## src/rtl/writeback_commit_unit_l3_pkg.sv

```systemverilog
// Shared types for the writeback/commit unit.
//   xw_msg_t    : message from an execute pipe into writeback
//   rob_entry_t : one reorder-buffer slot
//   rob_depth() : ROB depth for a given sequence-number width
// The struct field widths come from SEQ_NUM_BITS / PHYS_ADDR_BITS below. The
// module parameters default to these values and must be kept equal to them.
package writeback_commit_unit_l3_pkg;

    localparam int SEQ_NUM_BITS   = 3;
    localparam int PHYS_ADDR_BITS = 6;

    function automatic int rob_depth(int seq_bits);
        return 1 << seq_bits;
    endfunction

    localparam int ROB_DEPTH = rob_depth(SEQ_NUM_BITS);

    typedef struct packed {
        logic [31:0]               pc;
        logic [SEQ_NUM_BITS-1:0]   seq_num;
        logic [4:0]                waddr;
        logic [31:0]               wdata;
        logic                      wen;
        logic [PHYS_ADDR_BITS-1:0] preg;
        logic [PHYS_ADDR_BITS-1:0] ppreg;
    } xw_msg_t;

    typedef struct packed {
        logic                      valid;
        logic [31:0]               pc;
        logic [4:0]                waddr;
        logic [31:0]               wdata;
        logic                      wen;
        logic [PHYS_ADDR_BITS-1:0] ppreg;
    } rob_entry_t;

endpackage

```

## src/rtl/writeback_commit_unit_l3_wcu_rob.sv

```systemverilog
// wcu_rob: circular reorder buffer.
//   clk, rst        : clock, async active-high reset
//   wr_en/wr_idx    : write port, slot selected by sequence number
//   wr_entry        : entry written (valid bit taken from the entry)
//   commit_*        : head entry, presented whenever the head slot is valid;
//                     it is retired (cleared, head advanced) on the same edge.
module wcu_rob
    import writeback_commit_unit_l3_pkg::*;
#(
    parameter int p_seq_num_bits   = SEQ_NUM_BITS,
    parameter int p_phys_addr_bits = PHYS_ADDR_BITS
) (
    input  logic                        clk,
    input  logic                        rst,
    input  logic                        wr_en,
    input  logic [p_seq_num_bits-1:0]   wr_idx,
    input  rob_entry_t                  wr_entry,
    output logic                        commit_val,
    output logic [31:0]                 commit_pc,
    output logic [p_seq_num_bits-1:0]   commit_seq_num,
    output logic [4:0]                  commit_waddr,
    output logic [31:0]                 commit_wdata,
    output logic                        commit_wen,
    output logic [p_phys_addr_bits-1:0] commit_ppreg
);

    localparam int DEPTH = rob_depth(p_seq_num_bits);

    rob_entry_t                rob_q [DEPTH];
    logic [p_seq_num_bits-1:0] head_q;
    rob_entry_t                head_e;

    assign head_e = rob_q[head_q];

    // Head pointer wraps naturally because it is exactly p_seq_num_bits wide.
    // A write never targets the head slot while it retires, so the clear and
    // the write below never collide on the same slot.
    always_ff @(posedge clk or posedge rst) begin
        if (rst) begin
            head_q <= '0;
            for (int i = 0; i < DEPTH; i++) rob_q[i] <= '0;
        end else begin
            if (head_e.valid) begin
                rob_q[head_q].valid <= 1'b0;
                head_q              <= head_q + 1'b1;
            end
            if (wr_en) rob_q[wr_idx] <= wr_entry;
        end
    end

    assign commit_val     = head_e.valid;
    assign commit_pc      = head_e.pc;
    assign commit_seq_num = head_q;
    assign commit_waddr   = head_e.waddr;
    assign commit_wdata   = head_e.wdata;
    assign commit_wen     = head_e.wen;
    assign commit_ppreg   = head_e.ppreg;

endmodule

```

## src/rtl/writeback_commit_unit_l3.sv

```systemverilog
// writeback_commit_unit_l3: reordering writeback/commit stage.
//   clk, rst     : clock, async active-high reset
//   ex_*         : per-pipe execute results (packed arrays indexed by pipe),
//                  ex_rdy is the fixed-priority grant (lowest pipe wins)
//   complete_*   : registered completion broadcast, one cycle after accept
//   commit_*     : in-order retirement from the ROB head
// Optional: define WRITEBACK_COMMIT_UNIT_TRACE_EN to get a trace() function.
module writeback_commit_unit_l3
    import writeback_commit_unit_l3_pkg::*;
#(
    parameter int p_num_pipes      = 1,
    parameter int p_seq_num_bits   = SEQ_NUM_BITS,
    parameter int p_phys_addr_bits = PHYS_ADDR_BITS
) (
    input  logic                                        clk,
    input  logic                                        rst,
    input  logic [p_num_pipes-1:0]                      ex_val,
    output logic [p_num_pipes-1:0]                      ex_rdy,
    input  logic [p_num_pipes-1:0][31:0]                ex_pc,
    input  logic [p_num_pipes-1:0][p_seq_num_bits-1:0]  ex_seq_num,
    input  logic [p_num_pipes-1:0][4:0]                 ex_waddr,
    input  logic [p_num_pipes-1:0][31:0]                ex_wdata,
    input  logic [p_num_pipes-1:0]                      ex_wen,
    input  logic [p_num_pipes-1:0][p_phys_addr_bits-1:0] ex_preg,
    input  logic [p_num_pipes-1:0][p_phys_addr_bits-1:0] ex_ppreg,
    output logic                                        complete_val,
    output logic [p_seq_num_bits-1:0]                   complete_seq_num,
    output logic [4:0]                                  complete_waddr,
    output logic [31:0]                                 complete_wdata,
    output logic                                        complete_wen,
    output logic [p_phys_addr_bits-1:0]                 complete_preg,
    output logic                                        commit_val,
    output logic [31:0]                                 commit_pc,
    output logic [p_seq_num_bits-1:0]                   commit_seq_num,
    output logic [4:0]                                  commit_waddr,
    output logic [31:0]                                 commit_wdata,
    output logic                                        commit_wen,
    output logic [p_phys_addr_bits-1:0]                 commit_ppreg
);

    logic       accept;
    xw_msg_t    sel_msg;
    rob_entry_t wr_entry;

    // First valid pipe wins. With nothing valid, pipe 0 still shows ready so
    // an idle upstream sees the unit as able to take a message.
    always_comb begin
        ex_rdy  = '0;
        accept  = 1'b0;
        sel_msg = '0;
        for (int i = 0; i < p_num_pipes; i++) begin
            if (ex_val[i] && !accept) begin
                ex_rdy[i]       = 1'b1;
                accept          = 1'b1;
                sel_msg.pc      = ex_pc[i];
                sel_msg.seq_num = ex_seq_num[i];
                sel_msg.waddr   = ex_waddr[i];
                sel_msg.wdata   = ex_wdata[i];
                sel_msg.wen     = ex_wen[i];
                sel_msg.preg    = ex_preg[i];
                sel_msg.ppreg   = ex_ppreg[i];
            end
        end
        if (!accept) ex_rdy[0] = 1'b1;
    end

    // Completion register: data holds its last value between valid pulses.
    always_ff @(posedge clk or posedge rst) begin
        if (rst) begin
            complete_val     <= 1'b0;
            complete_seq_num <= '0;
            complete_waddr   <= '0;
            complete_wdata   <= '0;
            complete_wen     <= 1'b0;
            complete_preg    <= '0;
        end else begin
            complete_val <= accept;
            if (accept) begin
                complete_seq_num <= sel_msg.seq_num;
                complete_waddr   <= sel_msg.waddr;
                complete_wdata   <= sel_msg.wdata;
                complete_wen     <= sel_msg.wen;
                complete_preg    <= sel_msg.preg;
            end
        end
    end

    assign wr_entry = '{valid: 1'b1, pc: sel_msg.pc, waddr: sel_msg.waddr,
                        wdata: sel_msg.wdata, wen: sel_msg.wen, ppreg: sel_msg.ppreg};

    wcu_rob #(
        .p_seq_num_bits   (p_seq_num_bits),
        .p_phys_addr_bits (p_phys_addr_bits)
    ) u_rob (
        .clk            (clk),
        .rst            (rst),
        .wr_en          (accept),
        .wr_idx         (sel_msg.seq_num),
        .wr_entry       (wr_entry),
        .commit_val     (commit_val),
        .commit_pc      (commit_pc),
        .commit_seq_num (commit_seq_num),
        .commit_waddr   (commit_waddr),
        .commit_wdata   (commit_wdata),
        .commit_wen     (commit_wen),
        .commit_ppreg   (commit_ppreg)
    );

`ifdef WRITEBACK_COMMIT_UNIT_TRACE_EN
    // "h<head> W<seq> C<seq>", blank-padded to a fixed width when not valid.
    function string trace(int level);
        string s;
        s = $sformatf("h%3d ", u_rob.head_q);
        s = {s, complete_val ? $sformatf("W%3d ", complete_seq_num) : "     "};
        s = {s, commit_val   ? $sformatf("C%3d", commit_seq_num)    : "    "};
        if (level > 1 && commit_val) s = {s, $sformatf(" pc=%08h", commit_pc)};
        return s;
    endfunction
`endif

endmodule

```

## config.mk

```make
export PLATFORM = sky130hd
export DESIGN_NAME = writeback_commit_unit_l3
export DESIGN_NICKNAME = d
export VERILOG_FILES = /design/src/rtl/writeback_commit_unit_l3_pkg.sv /design/src/rtl/writeback_commit_unit_l3_wcu_rob.sv /design/src/rtl/writeback_commit_unit_l3.sv
export SDC_FILE = /design/constraint.sdc
export NUM_CORES = 2
export LEC_CHECK = 0
export ABC_CLOCK_PERIOD_IN_PS = 67400
export CAP_MARGIN = 40
export CORE_UTILIZATION = 25
export CTS_CLUSTER_SIZE = 12
export DETAILED_ROUTE_END_ITERATION = 8
export PLACE_DENSITY_LB_ADDON = 0.1
export SYNTH_ARGS = -nofsm -noshare
export SYNTH_HDL_FRONTEND = slang
export SYNTH_SLANG_ARGS = --single-unit
```

## constraint.sdc

```tcl
create_clock -name clk -period 67.4 [get_ports clk]
set_input_delay 13.48 -clock clk [delete_from_list [all_inputs] [get_ports clk]]
set_output_delay 13.48 -clock clk [all_outputs]
set_load 0.01 [all_outputs]
```

Word-level counts from Yosys, hierarchy flattened
Index checks and enable logic that the tools add are counted.
{ "op_classes": {"addsub": 1, "n_lt_le_gt_ge": 4, "n_mux": 13, "n_bitwise": 2, "reduce_logical": 2} }
{ "op_table": {"columns": ["op", "count"], "rows": [
  ["$bwmux 616", 2],
  ["$mux 616", 2],
  ["$demux 77 s3", 2],
  ["$mux 77", 4],
  ["$bmux 77 s3", 1],
  ["$mux 85", 1],
  ["$ge 4x4->1 const B", 2],
  ["$lt 4x1->1 const B", 2],
  ["$not 3->4", 2],
  ["$add 3x1->3 const B", 1],
  ["$logic_and 1x1->1", 2],
  ["$mux 1", 1]
]} }
{ "word_totals": {"ff_bits": 667, "input_bits": 88, "out_inout_bits": 129, "wordCells": 77} }

Longest topological paths before layout
{ "depth": {"word_depth": 9, "ltp_mapped": 7, "mapped_depth_nobuf": 4} }

By module
A second synthesis with hierarchy kept.
{ "unflattened": {"hier_cells": 1816, "area_unflattened_um2": 30246.5} }
{ "by_module_without_submodules": {"columns": ["mod", "n_inst", "cells_each", "area_per_inst_um2", "seq_area_each_um2"], "rows": [
  ["wcu_rob", 1, 1625, 27647.8, 15489.9],
  ["writeback_commit_unit_l3", 1, 191, 2598.7, 1201.2]
]} }

Worst setup path after synthesis
Ideal clock, no wire load.
{ "synth_timing": {"kind": "reg-to-output", "start": "register u_rob.head_q[0] (netlist: u_rob.commit_seq_num[0])", "end": "output port commit_pc[15]", "arrival_ps": 1630, "t_required_ps": 53920, "slack_ps": 52290, "stages_incl_launch_ff": 5, "path_buffers": 2, "path_cell_list": "dfrtp_1 > buf_6 > buf_6 > mux4_1 > mux2_2"} }
{ "synth_via": {"elab_chain_len": 4} }
{ "synth_rtl": {"columns": ["item", "line", "rtl"], "rows": [
  ["start, declared", "writeback_commit_unit_l3_wcu_rob.sv:30", "logic [p_seq_num_bits-1:0] head_q;"],
  ["start signal, assigned", "writeback_commit_unit_l3_wcu_rob.sv:45", "head_q <= head_q + 1'b1;"],
  ["$not 3->4 (implied by the code)", "writeback_commit_unit_l3_wcu_rob.sv:33", "assign head_e = rob_q[head_q];"],
  ["$bmux 77 s3", "writeback_commit_unit_l3_wcu_rob.sv:33", null],
  ["$mux 77 (implied by the code) (2 in a row)", "writeback_commit_unit_l3_wcu_rob.sv:33", null],
  ["end, declared", "writeback_commit_unit_l3.sv:33", "output logic [31:0] commit_pc,"]
]} }
No other way between the ends. The select of a mux whose other input is x is not followed.

Worst setup path in the final report
{ "layout_timing": {"start": "register u_rob.head_q[0] (netlist: u_rob.commit_seq_num[0])", "end": "output port commit_wdata[28]"} }
{ "layout_via": {"elab_chain_len": 4} }
{ "layout_rtl": {"columns": ["item", "line", "rtl"], "rows": [
  ["$not 3->4 (implied by the code)", "writeback_commit_unit_l3_wcu_rob.sv:33", null],
  ["$bmux 77 s3", "writeback_commit_unit_l3_wcu_rob.sv:33", null],
  ["$mux 77 (implied by the code) (2 in a row)", "writeback_commit_unit_l3_wcu_rob.sv:33", null],
  ["end, declared", "writeback_commit_unit_l3.sv:36", "output logic [31:0] commit_wdata,"]
]} }
No other way between the ends. The select of a mux whose other input is x is not followed.

==> impl_results.md <==
* Synth area leaders: dfrtp_1 (58%), mux4_2 (11%), o21ai_0 (8.7%)
* Unrepaired setup endpoints after global routing: no
* H-tree Lvls at 3
* Distinct cell type count after synthesis at 31
* Fill cells at 11400
* Outcome: complete, no violations
* Post-DP HPWL at 48.1 mm
* Logic pwr share at 28.4%
* P&R area growth vs syn at 22.9%
* Synth Net Count at 2436
* Endpoints failing setup at 0
* Power density over cell area at 37.3 mW/mm^2
* Max incr delay on CP at 0.81 ns
* Postcts setup bufs at 0
* CTS Sinks at 667
* Worst min path class: reg -> reg
* Global route total overflow at 0
* ANT nets after route at 0
* Total number of vias at 18500
* Main synth FF type: dfrtp_1
* Initial DRC Count at 999
* Die height at 341 um
* Longest Clk Path Bufs at 3
* Cell with the most instances after synthesis: dfrtp_1
* Slowest-stage cell, CP: dfrtp_4
* Final Skew at 0.00221 ns
* Yosys top cell area share at 58.2%
* Seq/Total Area, Yosys at 58.2%
* CP top delay family: buffers and inverters
* Async SR Flop Fraction at 100%
* Total routed wirelength at 83.4 mm
* Die width at 341 um
* Global placement routability congestion at 0.691
* Inserted Clock Buffers at 84
* Hold Buf Count CTS at 0
* Gr usage total at 14.6%
* Vias in the first global route at 20300
* Pre-antenna DRT Iters at 5
* Worst Path Buf+Inv at 2
* Cell depth of the worst flop-to-flop path at 7
* Area leader, netlist: dfrtp_1
* CP startpoint kind: flip-flop
* Cells along the critical path: buf_4, mux4_1, mux2_2, clkdlybuf4s50_1
* F_max at 58.3 MHz
* Clk_lat worst skew at 0.63 ns
* Total power at 1.32 mW
* Largest net degree at the start of global routing at 174
* FF/Latch Area at 0.0167 sq mm
* Clock network power share at 32.9%
* I/O Buffers at 215
* Initial antenna violation count at 7
* Area of the multi-input gates at 0.0109 sq mm
* CP Data Required Time at 53.92 ns
* First-pass GRT wire length at 129 mm
* Root buf cell: clkbuf_16
* Hold Path Depth at 2
* Ys Warns at 0
* Post-synthesis register bit count at 667
* Net Sw Power at 0.387 mW
* Initial core utilization at 25.4%
* Crit path arrival time at 3.66 ns
* Setup TNS at 0 ns
* CTS tree: done
* Core Rows at 123
* Slew @ Worst Pin at 1.03 ns
* Vias per cell at 4.54
* Core ar. at 0.113 sq mm
* Internal power at 0.929 mW
* Share of cells above drive strength 1 at 20.8%
* Post-route cell area at 0.0352 sq mm
* Reg2reg setup slack at 64.83 ns
* Post-layout util at 31.2%
* Fin crit share at 25.4%
* Placed Area at 0.0326 sq mm
* Number of cells on the critical path at 4
* Die area at 0.116 sq mm
* Peak VDD IR at 0.0205 mV
* Drc violations at 0
* Commonest cells in the netlist: dfrtp_1 (667), nand2_1 (547), o21ai_0 (497)
* Number of I/O pins at 217
* Post-Syn Instances at 2347
* Seq pwr share at 38.6%
* Setup Crit Path Kind: reg -> out
* # resized after CTS at 0
* Post-Syn Area at 0.0287 sq mm
* Max cap viols at 0
* Static leakage at 15.2 nW
* Crit. End Element: output pin
* Hold slack at 0.473 ns
* DR WL/cell at 20.4 um
* Count of final max-slew check failures at 0
* Largest fanout on the critical path at 35
* Clk pin slew, worst setup/hold paths at 0.05 ns
* Final Hold Fails at 0
* Slew HR at 31.4%
* Switching Fraction at 29.4%
* Mean post-synth cell area at 12.2 sq um
* Fin nets at 2607
* Tmin final at 17.14 ns
* Post-synth EDFFs at 0
layout make-up:
class	count	share of cell area, %
Multi-Input combinational cell	1462	31.0
Clock buffer	124	7.09
Sequential cell	667	47.4
Inverter	42	0.469
Clock inverter	21	0.394
Timing Repair Buffer	261	8.28
Tap cell	1500	5.33
Antenna cell	2	0.0142
cell usage in the layout, fill, tap and decap left out, types with 2 or more instances in the layout:
cell and n:
buf_12 11, buf_16 14, buf_4 21, clkbuf_1 21, clkbuf_16 89, clkbuf_8 14, clkdlybuf4s50_1 214, clkinv_2 17
clkinvlp_4 2, dfrtp_1 664, dfrtp_4 3, diode_2 2, inv_1 41, mux2_1 29, mux2_2 210, mux2i_1 3
mux4_1 9, mux4_2 143, nand2_1 546, nand3_4 3, nor2_1 2, nor2b_1 3, o21ai_0 497, o31ai_1 2
metal layers:
layer  share of wire, %  GRT usage (%)
met1                 47           19.8
met4                2.2           4.45
met3                4.3           2.96
met2                 47           23.5
met5              0.088              0
state kept, by name, indices dropped and copies added, names as in the netlist:
register	cells
complete_seq_num	3
complete_waddr	5
u_rob.commit_seq_num	3
u_rob.rob_q	616
complete_wen	1
complete_wdata	32
complete_preg	6
complete_val	1
stage by stage:
step,setup WS (ns),instances
6_report,50.26,4079
3_3_place_gp,49.63,3911
3_5_place_dp,50.25,3932
2_1_floorplan,35.23,2347
5_1_grt,50.05,4078
4_1_cts,50.08,4077
final timing paths:
path / to / start
worst max register to register: u_rob.commit_seq_num[1]$_DFFE_PP0P_ / u_rob.commit_seq_num[1]$_DFFE_PP0P_
worst min register to register: u_rob.rob_q[252]$_DFFE_PP0P_ / u_rob.rob_q[252]$_DFFE_PP0P_
worst min-delay path: u_rob.rob_q[252]$_DFFE_PP0P_ / u_rob.rob_q[252]$_DFFE_PP0P_
worst max-delay path: commit_wdata[28] / u_rob.commit_seq_num[0]$_DFFE_PP0P_
max in group asynchronous: u_rob.rob_q[593]$_DFFE_PP0P_ / rst
min in group asynchronous: complete_wdata[17]$_DFFE_PP0P_ / rst
power groups by stage:
stage / Clock [mW] / Combinational (mW) / Sequential [mW]
final: 0.433 / 0.374 / 0.508
after CTS: 0.450 / 0.386 / 0.509
after global placement: 0 / 0.355 / 0.527
after detailed placement: 0 / 0.385 / 0.516
after floorplan: 0 / 0.245 / 0.498
after global routing: 0.467 / 0.409 / 0.517
worst min-delay path: stages, from the launching register on:
cell and delay, ns:
dfrtp_1 0.33, nand2_1 0.05, o21ai_0 0.06
cells by family (layout without fill, tap and decap cells):
family	after synthesis	count (layout)	share of synthesized area, %
DFF	667	667	58.2
and+or+nand+nor	562	562	7.48
buffers and inverters	218	448	3.84
muxes	394	394	21.5
AOI/OAI and AO/OA	503	503	8.84
xor gates and xnor gates	1	1	0.0305
adders and majority gates	1	1	0.0436
other	1	3	0.0131
(Power assumes the default switching activity.)
==> variant: new RTL, config.mk and constraints unchanged <==
Reset style: synchronous (`rst`), changed in 2 clocked blocks. Comments in the files are not updated.
--- a/src/rtl/writeback_commit_unit_l3_wcu_rob.sv
+++ b/src/rtl/writeback_commit_unit_l3_wcu_rob.sv
@@ -36,5 +36,5 @@
     // A write never targets the head slot while it retires, so the clear and
     // the write below never collide on the same slot.
-    always_ff @(posedge clk or posedge rst) begin
+    always_ff @(posedge clk) begin
         if (rst) begin
             head_q <= '0;
--- a/src/rtl/writeback_commit_unit_l3.sv
+++ b/src/rtl/writeback_commit_unit_l3.sv
@@ -66,5 +66,5 @@
 
     // Completion register: data holds its last value between valid pulses.
-    always_ff @(posedge clk or posedge rst) begin
+    always_ff @(posedge clk) begin
         if (rst) begin
             complete_val     <= 1'b0;
Check against the original RTL: not equivalent (a bounded check fails within 4 cycles, from zero or initial values and one cycle with rst high; the reset may be asserted at any time).
==> variant against the original RTL <==
- first-iteration DRC count grew 11%
- cell area fell by 1.6%
- synthesized area shrank 2.6%
- non-clock buffer count shrank 2
- routed wire length rose by 5.1%
- utilization rose by 0.18 points
- setup slack improved by 0.036 ns
- critical path depth is 1 higher
- sequential cell count is 3 higher
- sequential share of layout area is 8.9 points higher
Power is not compared: it rests on default switching activity, and its combinational part moved more than twofold at a synthesized area within 25%.
==> variant: results (changes against the original RTL) <==
\begin{tabular}{lr}
\hline
Metric & Value \\
\hline
\multicolumn{2}{l}{\textbf{Yosys}} \\
\quad Count of unique library cells instantiated by Yosys & 34 (+9.7\%) \\
\quad Gate count after technology mapping & 1873 (-20\%) \\
\quad Multiplexer fraction of the synthesized cell area & 15.9\% (-5.6 points) \\
\quad Count of flip-flops with a built-in enable after synthesis & 608 (+608) \\
\quad Post-Synth Adder-Cell Area & 0.0448\% (+0.0012 points) \\
\quad XOR/XNOR share of the synthesized area & 0.0582\% (+0.028 points) \\
\quad Leading cell types by total area after synthesis & sky130\_fd\_sc\_hd\_\_edfxtp\_1, sky130\_fd\_sc\_hd\_\_mux4\_2, sky130\_fd\_sc\_hd\_\_nor2\_1 \\
\quad Register area share after synthesis & 69.8\% (+12 points) \\
\quad Nets in the synthesized netlist & 1962 (-19\%) \\
\multicolumn{2}{l}{\textbf{Cells and area}} \\
\quad Ratio of cells with drive above 1 in the final layout & 19.1\% (-1.7 points) \\
\multicolumn{2}{l}{\textbf{Placed design}} \\
\quad Final GP Congestion & 0.696 (+0.74\%) \\
\quad Place WS & 50.29 ns (+0.0391 ns) \\
\quad Half-perimeter wire length after detailed placement & 51.6 mm (+7.4\%) \\
\multicolumn{2}{l}{\textbf{Worst setup path}} \\
\quad Path depth of the worst reg2reg path & 5 (-2) \\
\quad CP max stage cell & sky130\_fd\_sc\_hd\_\_mux4\_2 \\
\quad Slack of the worst reg-to-reg path & 64.63 ns (-0.20 ns) \\
\quad WP data arrival & 3.62 ns (-0.04 ns) \\
\multicolumn{2}{l}{\textbf{Global routing}} \\
\quad All-Layer GR Usage & 15.6\% (+1.0 points) \\
\multicolumn{2}{l}{\textbf{STA}} \\
\quad Worst hold slack & 0.465 ns (-0.00838 ns) \\
\quad Maximum clock skew at final layout & 0.00805 ns (+0.00583 ns) \\
\quad Slew at the pin closest to its max-slew limit & 0.871 ns (-0.158 ns) \\
\multicolumn{2}{l}{\textbf{Route}} \\
\quad Count of routing violations after the opening detailed-route iteration & 1106 (+11\%) \\
\quad Routed wirelength normalized by instance count & 24.1 um (+18\%) \\
\multicolumn{2}{l}{\textbf{Status}} \\
\quad Run status & finished clean \\
\multicolumn{2}{l}{\textbf{CTS}} \\
\quad Clock buffer count from CTS & 79 (-6.0\%) \\
\multicolumn{2}{l}{\textbf{Worst hold path}} \\
\quad Hold endpoint & u\_rob.rob\_q[5][76]\$\_SDFFE\_PP1P\_ \\
\quad Startpoint of the worst hold path & u\_rob.rob\_q[5][76]\$\_SDFFE\_PP1P\_ \\
\hline
\end{tabular}
## variant: changes by cell type in the layout (fill, tap and decap cells not counted), moves of 59 or more
| cell | before | now |
|---|---|---|
| sky130_fd_sc_hd__nor2_1 | 2 | 621 |
| sky130_fd_sc_hd__nand2_1 | 546 | 85 |
| sky130_fd_sc_hd__o21ai_0 | 497 | 0 |
| sky130_fd_sc_hd__dfrtp_1 | 664 | 0 |
| sky130_fd_sc_hd__edfxtp_1 | 0 | 608 |
| sky130_fd_sc_hd__mux2_2 | 210 | 76 |
| sky130_fd_sc_hd__dfxtp_1 | 0 | 59 |
## variant: routing by layer
metal,vias to the layer above,GRT usage [%],routed length [um]
met5,-,0,0
met4,0,3.53,1210
met3,79,2.65,4160
met2,386,25.5,41400
met1,8552,21.6,40800
li1,7238,-,-
## variant: layout make-up
| type | count | share of cell area (%) |
|---|---|---|
| diodes | 2 | 0.0144 |
| clock buffers | 117 | 6.62 |
| clock inverters | 27 | 0.675 |
| well taps | 1488 | 5.37 |
| inverters | 3 | 0.0325 |
| multi-input cells | 1065 | 22.8 |
| repair buffers | 259 | 8.20 |
| flip-flops and latches | 670 | 56.3 |
## variant: how the worst max path moves through the flow
stage          slack, ns                          endpoint     startpoint  cells past startpoint
2_1_floorplan      50.89   u_rob.rob_q[3][0]$_SDFFCE_PN0P_  ex_seq_num[2]                      7
3_3_place_gp       50.10  u_rob.rob_q[2][32]$_SDFFCE_PN0P_  ex_seq_num[2]                      5
3_5_place_dp       50.29  u_rob.rob_q[2][28]$_SDFFCE_PN0P_  ex_seq_num[2]                      6
4_1_cts            50.14                        commit_val           flop                      5
5_1_grt            50.05                        commit_val           flop                      5
6_report           50.30                        commit_val           flop                      5
